## config.mk

```make
export PLATFORM = sky130hd
export DESIGN_NAME = output_argmax
export DESIGN_NICKNAME = d
export VERILOG_FILES = /design/src/rtl/output_argmax.sv
export SDC_FILE = /design/constraint.sdc
export NUM_CORES = 1
export LEC_CHECK = 0
export CAP_MARGIN = 20
export CELL_PAD_IN_SITES_DETAIL_PLACEMENT = 0
export CELL_PAD_IN_SITES_GLOBAL_PLACEMENT = 2
export CORE_MARGIN = 5
export CORE_UTILIZATION = 33
export CTS_CLUSTER_DIAMETER = 60
export DETAILED_ROUTE_END_ITERATION = 6
export GPL_TIMING_DRIVEN = 0
export MAX_ROUTING_LAYER = met4
export PLACE_DENSITY_LB_ADDON = 0.1
export SLEW_MARGIN = 20
export SYNTH_ARGS = -nofsm -noshare
export SYNTH_HDL_FRONTEND = slang
export SYNTH_SLANG_ARGS = --single-unit
```

## constraint.sdc

```tcl
create_clock -name clk_i -period 11 [get_ports clk_i]
set_input_delay 2.2 -clock clk_i [delete_from_list [all_inputs] [get_ports clk_i]]
set_output_delay 2.2 -clock clk_i [all_outputs]
set_load 0.02 [all_outputs]
```

## src/rtl/output_argmax.sv

```systemverilog
// Sequential argmax over a signed logit vector with valid/yumi handshakes on both sides.
// Optional runner-up margin output is enabled by defining ARGMAX_MARGIN_EN.
module output_argmax #(
    parameter int WORD_SIZE   = 16,
    parameter int N_SIZE      = 12,
    parameter int OUTPUT_SIZE = 10,
    parameter int INDEX_BITS  = $clog2(OUTPUT_SIZE)
) (
    input  logic                                  clk_i,
    input  logic                                  reset_n_i,
    input  logic                                  valid_i,
    input  logic [OUTPUT_SIZE-1:0][WORD_SIZE-1:0] data_i,
    output logic                                  yumi_o,
    output logic                                  valid_o,
    output logic [INDEX_BITS-1:0]                 class_o,
    output logic [WORD_SIZE-1:0]                  max_o,
`ifdef ARGMAX_MARGIN_EN
    output logic [WORD_SIZE-1:0]                  margin_o,
`endif
    input  logic                                  yumi_i
);

    if (OUTPUT_SIZE < 2 || N_SIZE >= WORD_SIZE) begin : g_param_check
        $error("output_argmax: OUTPUT_SIZE must be >= 2 and N_SIZE < WORD_SIZE");
    end

    localparam logic [1:0] IDLE = 2'd0;
    localparam logic [1:0] SCAN = 2'd1;
    localparam logic [1:0] DONE = 2'd2;
    localparam logic [INDEX_BITS-1:0] LAST_IDX = INDEX_BITS'(OUTPUT_SIZE - 1);

    logic [1:0]                            state_r;
    logic [OUTPUT_SIZE-1:0][WORD_SIZE-1:0] vec_r;
    logic [INDEX_BITS-1:0]                 cnt_r;
    logic signed [WORD_SIZE-1:0]           run_max_r;
    logic [INDEX_BITS-1:0]                 run_idx_r;
    logic signed [WORD_SIZE-1:0]           elem_s;
    logic signed [WORD_SIZE-1:0]           nxt_max_s;
    logic [INDEX_BITS-1:0]                 nxt_idx_s;
    logic                                  take_s;
    logic                                  last_s;

`ifdef ARGMAX_MARGIN_EN
    logic signed [WORD_SIZE-1:0] run_sec_r;
    logic signed [WORD_SIZE-1:0] nxt_sec_s;

    // Difference of two signed words is non-negative here; clamp anything past the unsigned range.
    function automatic logic [WORD_SIZE-1:0] sat_margin(input logic [WORD_SIZE-1:0] hi,
                                                        input logic [WORD_SIZE-1:0] lo);
        logic [WORD_SIZE:0] diff;
        diff = {hi[WORD_SIZE-1], hi} - {lo[WORD_SIZE-1], lo};
        if (diff[WORD_SIZE]) begin
            return {WORD_SIZE{1'b1}};
        end else begin
            return diff[WORD_SIZE-1:0];
        end
    endfunction
`endif

    assign yumi_o = (state_r == IDLE) & valid_i & reset_n_i;

    // Compare the current element against the running winner; ties keep the lower index.
    always_comb begin
        elem_s = vec_r[cnt_r];
        take_s = elem_s > run_max_r;
        last_s = (cnt_r == LAST_IDX);
        if (take_s) begin
            nxt_max_s = elem_s;
            nxt_idx_s = cnt_r;
        end else begin
            nxt_max_s = run_max_r;
            nxt_idx_s = run_idx_r;
        end
`ifdef ARGMAX_MARGIN_EN
        if (take_s) begin
            nxt_sec_s = run_max_r;
        end else if (elem_s > run_sec_r) begin
            nxt_sec_s = elem_s;
        end else begin
            nxt_sec_s = run_sec_r;
        end
`endif
    end

    // Handshake FSM, scan datapath and registered result.
    always_ff @(posedge clk_i) begin
        if (!reset_n_i) begin
            state_r   <= IDLE;
            vec_r     <= '0;
            cnt_r     <= '0;
            run_max_r <= '0;
            run_idx_r <= '0;
            valid_o   <= 1'b0;
            class_o   <= '0;
            max_o     <= '0;
`ifdef ARGMAX_MARGIN_EN
            run_sec_r <= '0;
            margin_o  <= '0;
`endif
        end else begin
            case (state_r)
                IDLE: begin
                    if (valid_i) begin
                        vec_r     <= data_i;
                        run_max_r <= data_i[0];
                        run_idx_r <= '0;
                        cnt_r     <= INDEX_BITS'(1);
`ifdef ARGMAX_MARGIN_EN
                        // Most negative value so any real element becomes the runner-up.
                        run_sec_r <= {1'b1, {(WORD_SIZE-1){1'b0}}};
`endif
                        state_r   <= SCAN;
                    end
                end
                SCAN: begin
                    run_max_r <= nxt_max_s;
                    run_idx_r <= nxt_idx_s;
                    cnt_r     <= cnt_r + INDEX_BITS'(1);
`ifdef ARGMAX_MARGIN_EN
                    run_sec_r <= nxt_sec_s;
`endif
                    if (last_s) begin
                        class_o <= nxt_idx_s;
                        max_o   <= nxt_max_s;
`ifdef ARGMAX_MARGIN_EN
                        margin_o <= sat_margin(nxt_max_s, nxt_sec_s);
`endif
                        valid_o <= 1'b1;
                        state_r <= DONE;
                    end
                end
                DONE: begin
                    if (yumi_i) begin
                        valid_o <= 1'b0;
                        state_r <= IDLE;
                    end
                end
                default: begin
                    valid_o <= 1'b0;
                    state_r <= IDLE;
                end
            endcase
        end
    end

endmodule

```

==> out/qor.yml, run 1 <==
yosys_warnings: 0
dp.cells: 1734
p_int_mw: 1.436
track_usage_pct: 21.35
max-slew-margin-rel_pct: 38.80
fill_cells: 2978
drive_gt1_share_pct: 4.659
tritoncts: "done"
dieHeight_um: 181.1
period_needed_ps: 6126
share_comb_of_total_power_pct: 20.4
clockRootBuffer: "clkbuf_16"
synth_area_leader_cell: "dfxtp_1"
place_congestion: 0.8843
synth_most_common_cell: "nand2_1"
synthCells: 1166
first_pass_iters: 5
fp-row-count: 62
setup_viol: 0
powerDensity_mw_per_mm2: 158.7
synth_edf_count: 0
async_flop_share_pct: 0
synthFlopType: "dfxtp_1"
nets: 1559
worst_pin_slew_ps: 916.0
htree_levels: 1
rsz0062_at_grt: "no"
ys_types: 42
cp-start-kind: "input pin"
grt_max_degree: 13
netlist.area_leader.share_pct: 42.87
ant_nets: 0
synthTopCellsByArea: "dfxtp_1 (43%), nand2_1 (15%), a21boi_0 (13%)"
wirelength_um: 35170
drc: 0
end_kind: "primary output"
ctsHoldBuffers: 0
grt_pass1_wl_um: 53250
crit_arrival_ps: 3930
max_stage_delay_ps: 600
maxCapViolCount: 0
dp_hpwl_um: 28030
path_clk_slew_ps: 60
clock_latency_ps: 530
num_vias: 8854
overflow: 0
viasPerCell: 4.977
fin_util_pct: 44.34
p_clk_share_pct: 38.7
numCtsBuffers: 25
cpMaxStageDelayCell: "clkdlybuf4s50_1"
port_buffers: 184
hp-class: "reg2reg"
wire_per_inst_um: 19.77
coreArea_mm2: 0.02878
synth_commonest_cells: "nand2_1 (384), dfxtp_1 (207), a21boi_0 (164)"
area_growth_pct: 32.03
die_w_um: 181.1
clkSinkCount: 207
period_share_pct: 55.69
finalWorstSetupSlack_ps: 4874
synth_fp_nets: 1348
ys_seq_area_share_pct: 42.87
syn_area_mm2: 0.009666
ys_seq_elements: 207
num_antenna_cells: 0
cp_cell_sequence: "clkbuf_1 > clkbuf_1 > and3_1 > clkdlybuf4s50_1"
pin_count: 186
cts_setup_buffers: 0
status: "completed"
power.share.switching_pct: 29.11
pre_cts_ws_ps: 4847
crit_type: "in2out"
p_sw_mw: 0.5895
syn-mean-instance-area_um2: 8.289
placed_area_mm2: 0.01199
design_area_mm2: 0.01276
cts_buffer_depth: 3
finalNonFillerCells: 1779
antenna_found_initial: 0
hold_ws_ps: 461.1
crit_top_cell: "clkbuf_1"
cts_resized: 0
start_util_pct: 33.58
crit_fanout: 10
hold_viol: 0
cp.required_ps: 8800
slew_violations: 0
tns_ps: 0
leakagePower_nw: 4.669
p_seq_share_pct: 40.8
irDropWorstVdd_uv: 105.3
grt_pass1_vias: 9045
max_freq_ghz: 0.1632
power_mw: 2.025
finClkSkew_ps: 14.26
drt_iter0_drc: 542
fp.dieArea_mm2: 0.03281
[final cells by class]
type	instances	area (µm²)	share of cell area [%]
inverters	18	67.56	0.5295
flip-flops and latches	207	4144	32.47
well taps	384	480.5	3.765
clock inverters	4	27.53	0.2157
repair buffers	184	1842	14.43
clock buffers	41	745.7	5.844
multi-input cells	844	5040	39.49
plain buffers	97	414.1	3.245
[power by group through the flow]
stage | combinational [mW] | clock [mW] | sequential (mW)
global route | 0.453 | 0.834 | 0.832
floorplan | 0.251 | 0 | 0.830
finish | 0.413 | 0.784 | 0.827
detailed placement | 0.414 | 0 | 0.843
CTS | 0.416 | 0.802 | 0.827
global placement | 0.413 | 0 | 0.842
[registers in the layout (all words and copies together), names as in the netlist]
signal and count:
class_o 4, run_max_r 16, vec_r 160, valid_o 1, cnt_r 4, run_idx_r 4
max_o 16, state_r 2
[worst paths after layout]
path | start | end | slack [ps] | cells after the start
min reg2reg | vec_r[86]$_SDFFE_PN0P_ | vec_r[86]$_SDFFE_PN0P_ | 460 | 2
min | vec_r[86]$_SDFFE_PN0P_ | vec_r[86]$_SDFFE_PN0P_ | 460 | 2
max | reset_n_i | yumi_o | 4870 | 4
max reg2reg | cnt_r[0]$_SDFFE_PN0P_ | max_o[0]$_SDFFE_PN0P_ | 5580 | 16
[metal layers]
layer | global-route usage, % | vias up | share of wire, %
li1 | - | 4431 | -
met1 | 27.77 | 4161 | 46
met2 | 35.74 | 213 | 48
met3 | 2.333 | 49 | 3.6
met4 | 5.284 | 0 | 2.5
met5 | - | - | 0
[worst max-delay path: cells and delay by family]
| family | cells | cell delay (ps) |
|---|---|---|
| buf+inv | 3 | 1450 |
| simple gates | 1 | 270 |
[cell families (layout without fill, tap and decap cells)]
group	count (synthesis)	count (layout)	synth area share, %
multiplexers	64	64	8.828
AO/OA/AOI/OAI	274	274	19.97
adder cells (fa/ha/maj)	18	18	2.330
buffers and inverters	115	344	4.984
AND/OR/NAND/NOR	488	488	21.01
flip-flops	207	207	42.87
[layout by cell type, fill, tap and decap left out, types with 4 or more instances in the layout]
cell	instances
mux4_2	17
nand2_1	384
dfxtp_1	207
buf_2	7
nand3_1	40
nor2_1	10
nand4_1	34
a221oi_1	15
o211ai_1	5
and2_1	7
clkbuf_1	93
o21ai_0	30
o21ai_1	9
buf_6	4
clkbuf_8	6
clkbuf_16	25
a21oi_1	21
ha_1	18
a21boi_0	164
a22oi_1	14
inv_1	18
mux2i_1	47
clkdlybuf4s50_1	184
Note: power is estimated with default switching activity, not from simulation.
==> inputs of run 2 (changes only) <==
--- a/config.mk
+++ b/config.mk
@@ -9,7 +9,7 @@
 export CELL_PAD_IN_SITES_DETAIL_PLACEMENT = 0
 export CELL_PAD_IN_SITES_GLOBAL_PLACEMENT = 2
 export CORE_MARGIN = 5
-export CORE_UTILIZATION = 33
+export CORE_UTILIZATION = 28
 export CTS_CLUSTER_DIAMETER = 60
 export DETAILED_ROUTE_END_ITERATION = 6
 export GPL_TIMING_DRIVEN = 0
==> constraint.sdc (replaced) <==
create_clock -name clk_i -period 5.6 [get_ports clk_i]
set_input_delay 1.12 -clock clk_i [delete_from_list [all_inputs] [get_ports clk_i]]
set_output_delay 1.12 -clock clk_i [all_outputs]
set_load 0.02 [all_outputs]
==> out/qor.yml, run 2 (same netlist as run 1, synthesis figures left out) <==
final_common_cell: "nand2_1"
hp-class: "reg2reg"
numCtsBuffers: 27  # +8.0%
end_kind: "flop"
largestRegisters: "vec_r: 160 flops, max_o: 16 flops, run_max_r: 16 flops"
hold_ws_ps: 458.8  # -2.334 ps
track_usage_pct: 20.02  # -1.3 points
fp.dieArea_mm2: 0.03834  # +17%
largest_reg_flops: 160  # unchanged
cp.required_ps: 6010  # -2790 ps
maxCapViolCount: 0  # unchanged
worstHoldStart: "vec_r[109]$_SDFFE_PN0P_"
min_path_cells: 2  # unchanged
leakagePower_nw: 4.721  # +1.1%
period_needed_ps: 5199
hold_end: "vec_r[109]$_SDFFE_PN0P_"
worst_pin_slew_ps: 1091  # +174.9 ps
max_freq_ghz: 0.1923
clkSinkCount: 207  # unchanged
first_pass_iters: 5  # unchanged
wire_per_inst_um: 20.58  # +4.1%
clock_latency_ps: 540  # about the same
port_buffers: 184  # unchanged
ant_nets: 0  # unchanged
drt_iter0_drc: 447  # -18%
dp_hpwl_um: 30450  # +8.7%
num_antenna_cells: 0  # unchanged
wirelength_um: 38070  # +8.2%
nets: 1561  # +0.13%
setup_viol: 0  # unchanged
dieHeight_um: 195.8  # +8.1%
htree_levels: 1  # unchanged
start_util_pct: 28.19  # -5.4 points
design_area_mm2: 0.01295  # +1.5%
antenna_found_initial: 0  # unchanged
grt_pass1_wl_um: 57080  # +7.2%
tritoncts: "done"
dp.cells: 1805  # +4.1%
mostFrequentLayoutCells: "nand2_1 (384), dfxtp_1 (207), clkdlybuf4s50_1 (184), a21boi_0 (164), clkbuf_1 (88)"
fill_cells: 3605  # +21%
hold_viol: 0  # unchanged
grt_max_degree: 14  # +1
period_share_pct: 92.84
drc: 0  # unchanged
drive_gt1_share_pct: 5.233  # +0.57 points
die_w_um: 195.8  # +8.1%
cts_buffer_depth: 3  # unchanged
crit_arrival_ps: 5610  # +1680 ps
r2r_cells: 16  # unchanged
finClkSkew_ps: 16.15  # +1.891 ps
r2r-start: "cnt_r[0]$_SDFFE_PN0P_"
tns_ps: 0  # unchanged
pin_count: 186  # unchanged
area_growth_pct: 33.94
path_clk_slew_ps: 60  # about the same
pre_cts_ws_ps: 21.79  # -4825 ps
grt_pass1_vias: 9055  # +0.11%
num_vias: 8829  # -0.28%
clockRootBuffer: "clkbuf_16"
crit_fanout: 10  # unchanged
reg2reg_to: "max_o[0]$_SDFFE_PN0P_"
r2r_slack_ps: 400  # -5180 ps
coreArea_mm2: 0.03429  # +19%
cp-start-kind: "flop"
slew_violations: 0  # unchanged
ctsHoldBuffers: 0  # unchanged
rsz0062_at_grt: "no"
irDropWorstVdd_uv: 213.2  # +100%
finalWorstSetupSlack_ps: 400.7  # -4474 ps
overflow: 0  # unchanged
place_congestion: 0.8361  # -5.5%
crit_type: "reg2reg"
status: "completed"
viasPerCell: 4.772  # -4.1%
largest_register: "vec_r"
placed_area_mm2: 0.01208  # +0.74%
fp-row-count: 68  # +9.7%
powerDensity_mw_per_mm2: 320.4  # +100%
finalNonFillerCells: 1850  # +4.0%
max-slew-margin-rel_pct: 27.28  # -12 points
run 2: changes by cell type in the layout (fill, tap and decap cells not counted):
cell	delta
a221oi_1	-1
a221oi_2	+1
bufinv_16	+2
clkbuf_1	-5
clkbuf_16	+2
clkbuf_2	+2
clkbuf_8	-2
inv_6	+1
nor2_1	-1
nor2_2	+1
nor3b_1	-1
nor3b_2	+1
run 2: worst max-delay path, cell delays in order (launching register included):
cell and delay, ps:
dfxtp_1 330, clkbuf_2 240, inv_1 310, nor2_2 160, clkbuf_1 300, a221oi_2 590
a21oi_1 70, o21ai_0 610, ha_1 360, and3_4 180, a221o_1 370, o2bb2ai_1 150
or4_1 550, nand3_1 310, buf_2 310, nand4_1 110, o311ai_0 130
run 2: repair_timing:
action,in CTS,in global routing
endpoints found under the setup margin,2,40
gates resized for setup,1,6
setup buffers,0,0
run 2: per-layer routing:
metal | up-vias | global-route usage [%] | wire length [µm]
met5 | - | - | 0
met4 | 0 | 4.888 | 983
met3 | 56 | 2.713 | 1294
met2 | 184 | 33.19 | 18110
met1 | 4153 | 26.03 | 17670
li1 | 4436 | - | -
run 2: how the worst max path moves through the flow:
stage	cells after the start	endpoint	startpoint	slack, ps
floorplan	18	max_o[1]$_SDFFE_PN0P_	cnt_r[0]$_SDFFE_PN0P_	1610
global placement	16	max_o[0]$_SDFFE_PN0P_	cnt_r[0]$_SDFFE_PN0P_	-3
detailed placement	16	max_o[0]$_SDFFE_PN0P_	cnt_r[0]$_SDFFE_PN0P_	20
CTS	16	max_o[0]$_SDFFE_PN0P_	cnt_r[0]$_SDFFE_PN0P_	90
global route	15	max_o[0]$_SDFFE_PN0P_	cnt_r[2]$_SDFFE_PN0P_	40
finish	16	max_o[0]$_SDFFE_PN0P_	cnt_r[0]$_SDFFE_PN0P_	400
run 2: layout make-up:
| type | instances | area, µm² | share of cell area, % |
|---|---|---|---|
| clock buffer | 38 | 757.0 | 5.847 |
| buffer | 97 | 416.7 | 3.218 |
| tap | 455 | 569.3 | 4.397 |
| timing repair buffer | 184 | 1842 | 14.23 |
| clock inverter | 7 | 96.34 | 0.7442 |
| multi-input combinational | 844 | 5054 | 39.04 |
| sequential | 207 | 4144 | 32.01 |
| inverter | 18 | 67.56 | 0.5219 |
run 2: report_power, final:
group	internal (mW)	total [mW]	switching [mW]
Sequential	1.56	1.62	0.0599
Combinational	0.353	0.830	0.477
Clock	1.03	1.70	0.668
Total	2.94	4.15	1.20
run 2: through the flow:
step | power (mW) | utilization, %
6_report | 4.148 | 37.76
5_1_grt | 4.340 | 37.76
4_1_cts | 4.198 | 37.72
3_5_place_dp | 2.492 | 35.22
3_3_place_gp | 2.491 | 35.22
2_1_floorplan | 2.122 | -
==> inputs of run 3 (changes only) <==
--- a/config.mk
+++ b/config.mk
@@ -8,7 +8,6 @@
 export CAP_MARGIN = 20
 export CELL_PAD_IN_SITES_DETAIL_PLACEMENT = 0
 export CELL_PAD_IN_SITES_GLOBAL_PLACEMENT = 2
-export CORE_MARGIN = 5
 export CORE_UTILIZATION = 28
 export CTS_CLUSTER_DIAMETER = 60
 export DETAILED_ROUTE_END_ITERATION = 6
==> out/qor.yml, run 3 (same netlist as run 1, synthesis figures left out) <==
grt_max_degree: 14  # unchanged
place_congestion: 0.8425  # +0.77%
hold_viol: 0  # unchanged
nets: 1561  # unchanged
p_int_mw: 3.019  # +2.6%
largestRegisters: "vec_r: 160 flops, max_o: 16 flops, run_max_r: 16 flops"
cp-start-kind: "flop"
grt_pass1_vias: 9003  # -0.57%
num_antenna_cells: 0  # unchanged
final_common_cell: "nand2_1"
clockRootBuffer: "clkbuf_16"
setup_viol: 0  # unchanged
maxCapViolCount: 0  # unchanged
period_needed_ps: 5250  # +50.41 ps
crit_fanout: 10  # unchanged
wirelength_um: 36820  # -3.3%
pin_count: 186  # unchanged
clock_latency_ps: 550  # about the same
fp.dieArea_mm2: 0.03527  # -8.0%
fill_cells: 3546  # -1.6%
ctsHoldBuffers: 0  # unchanged
tns_ps: 0  # unchanged
drc: 0  # unchanged
area_growth_pct: 34.42
ant_nets: 0  # unchanged
hold_ws_ps: 461.8  # +2.959 ps
slew_violations: 0  # unchanged
share_comb_of_total_power_pct: 19.4  # -0.6 points
p_seq_share_pct: 38.4  # -0.7 points
irDropWorstVdd_uv: 209.1  # -1.9%
end_kind: "flop"
port_buffers: 184  # unchanged
drt_iter0_drc: 419  # -6.3%
fp-row-count: 67  # -1.5%
start_util_pct: 28.61  # +0.42 points
cp.required_ps: 6020  # about the same
cts_setup_buffers: 0  # unchanged
max-slew-margin-rel_pct: 29.74  # +2.5 points
hp-class: "reg2reg"
crit_arrival_ps: 5670  # +60 ps
viasPerCell: 4.799  # +0.56%
cts_buffer_depth: 3  # unchanged
numCtsBuffers: 27  # unchanged
mostFrequentLayoutCells: "nand2_1 (384), dfxtp_1 (207), clkdlybuf4s50_1 (184), a21boi_0 (164), clkbuf_1 (88)"
largest_reg_flops: 160  # unchanged
antenna_found_initial: 0  # unchanged
coreArea_mm2: 0.03378  # -1.5%
max_freq_ghz: 0.1905  # -0.96%
die_w_um: 187.8  # -4.1%
cts_resized: 0  # -1
grt_pass1_wl_um: 55500  # -2.8%
finClkSkew_ps: 23.72  # +7.566 ps
drive_gt1_share_pct: 5.429  # +0.20 points
period_share_pct: 93.75  # +0.90 points
power.share.switching_pct: 28.71  # -0.34 points
dieHeight_um: 187.8  # -4.1%
clkSinkCount: 207  # unchanged
rsz0062_at_grt: "no"
p_sw_mw: 1.216  # +0.89%
track_usage_pct: 21.49  # +1.5 points
crit_type: "reg2reg"
r2r_slack_ps: 350  # -50 ps
tritoncts: "done"
path_clk_slew_ps: 60  # about the same
p_clk_share_pct: 42.2  # +1.3 points
worst_pin_slew_ps: 1043  # -47.99 ps
powerDensity_mw_per_mm2: 326.0  # +1.7%
num_vias: 8869  # +0.45%
htree_levels: 1  # unchanged
status: "completed"
wire_per_inst_um: 19.92  # -3.2%
dp_hpwl_um: 29240  # -4.0%
largest_register: "vec_r"
first_pass_iters: 5  # unchanged
leakagePower_nw: 4.746  # +0.54%
overflow: 0  # unchanged
[run 3: cell count changes in the layout (fill, tap and decap cells not counted)]
cell / change
clkinv_2: +3
clkbuf_8: +2
a221oi_1: +1
a221oi_2: -1
bufinv_16: +1
clkbuf_2: -1
clkinvlp_4: +1
inv_6: -1
nor3b_1: +1
nor3b_2: -1
[run 3: stage by stage]
step           setup slack, ps  power [mW]  cell area, µm²  cells  utilization [%]
6_report                 350.3       4.235           12990   1848            38.46
5_1_grt                  33.25       4.431           12990   1848            38.46
4_1_cts                  167.8       4.287           12990   1848            38.45
3_5_place_dp             227.8       2.483           12070   1798            35.72
3_3_place_gp             127.9       2.482           12070   1798            35.72
2_1_floorplan             1609       2.122            9666   1166                -
[run 3: cell type report]
| cell class | count | area [µm²] | area share [%] |
|---|---|---|---|
| multi-input combinational | 844 | 5042 | 38.81 |
| tap | 448 | 560.5 | 4.314 |
| clock buffer | 39 | 780.7 | 6.009 |
| sequential | 207 | 4144 | 31.90 |
| buffer | 97 | 415.4 | 3.197 |
| clock inverter | 11 | 140.1 | 1.079 |
| inverter | 18 | 67.56 | 0.5200 |
| timing repair buffer | 184 | 1842 | 14.18 |
[run 3: power by group through the flow]
stage | registers [mW] | clock network [mW] | logic, mW
6_report | 1.62 | 1.79 | 0.821
5_1_grt | 1.64 | 1.89 | 0.906
4_1_cts | 1.62 | 1.83 | 0.831
3_5_place_dp | 1.66 | 0 | 0.827
3_3_place_gp | 1.66 | 0 | 0.826
2_1_floorplan | 1.63 | 0 | 0.492
[run 3: routing by layer]
layer / global-route usage (%) / wire (µm) / vias to the layer above
met5: - / 0 / -
li1: - / - / 4443
met4: 5.441 / 898 / 0
met2: 35.36 / 17200 / 232
met3: 2.882 / 1537 / 49
met1: 27.68 / 17180 / 4145
[run 3: path summary, 6_finish.rpt]
path                                             start                     end  cells after the start
worst min register to register  vec_r[25]$_SDFFE_PN0P_  vec_r[25]$_SDFFE_PN0P_                      2
worst max register to register   cnt_r[0]$_SDFFE_PN0P_   max_o[0]$_SDFFE_PN0P_                     16
worst min-delay path            vec_r[25]$_SDFFE_PN0P_  vec_r[25]$_SDFFE_PN0P_                      2
worst max-delay path             cnt_r[0]$_SDFFE_PN0P_   max_o[0]$_SDFFE_PN0P_                     16
[run 3: worst max-delay path: stages, from the launching register on]
cell	delay (ps)
dfxtp_1	340
clkbuf_2	230
inv_1	300
nor2_2	160
clkbuf_1	280
a221oi_1	710
a21oi_1	60
o21ai_0	620
ha_1	360
and3_4	180
a221o_1	350
o2bb2ai_1	140
or4_1	540
nand3_1	300
buf_2	300
nand4_1	120
o311ai_0	120
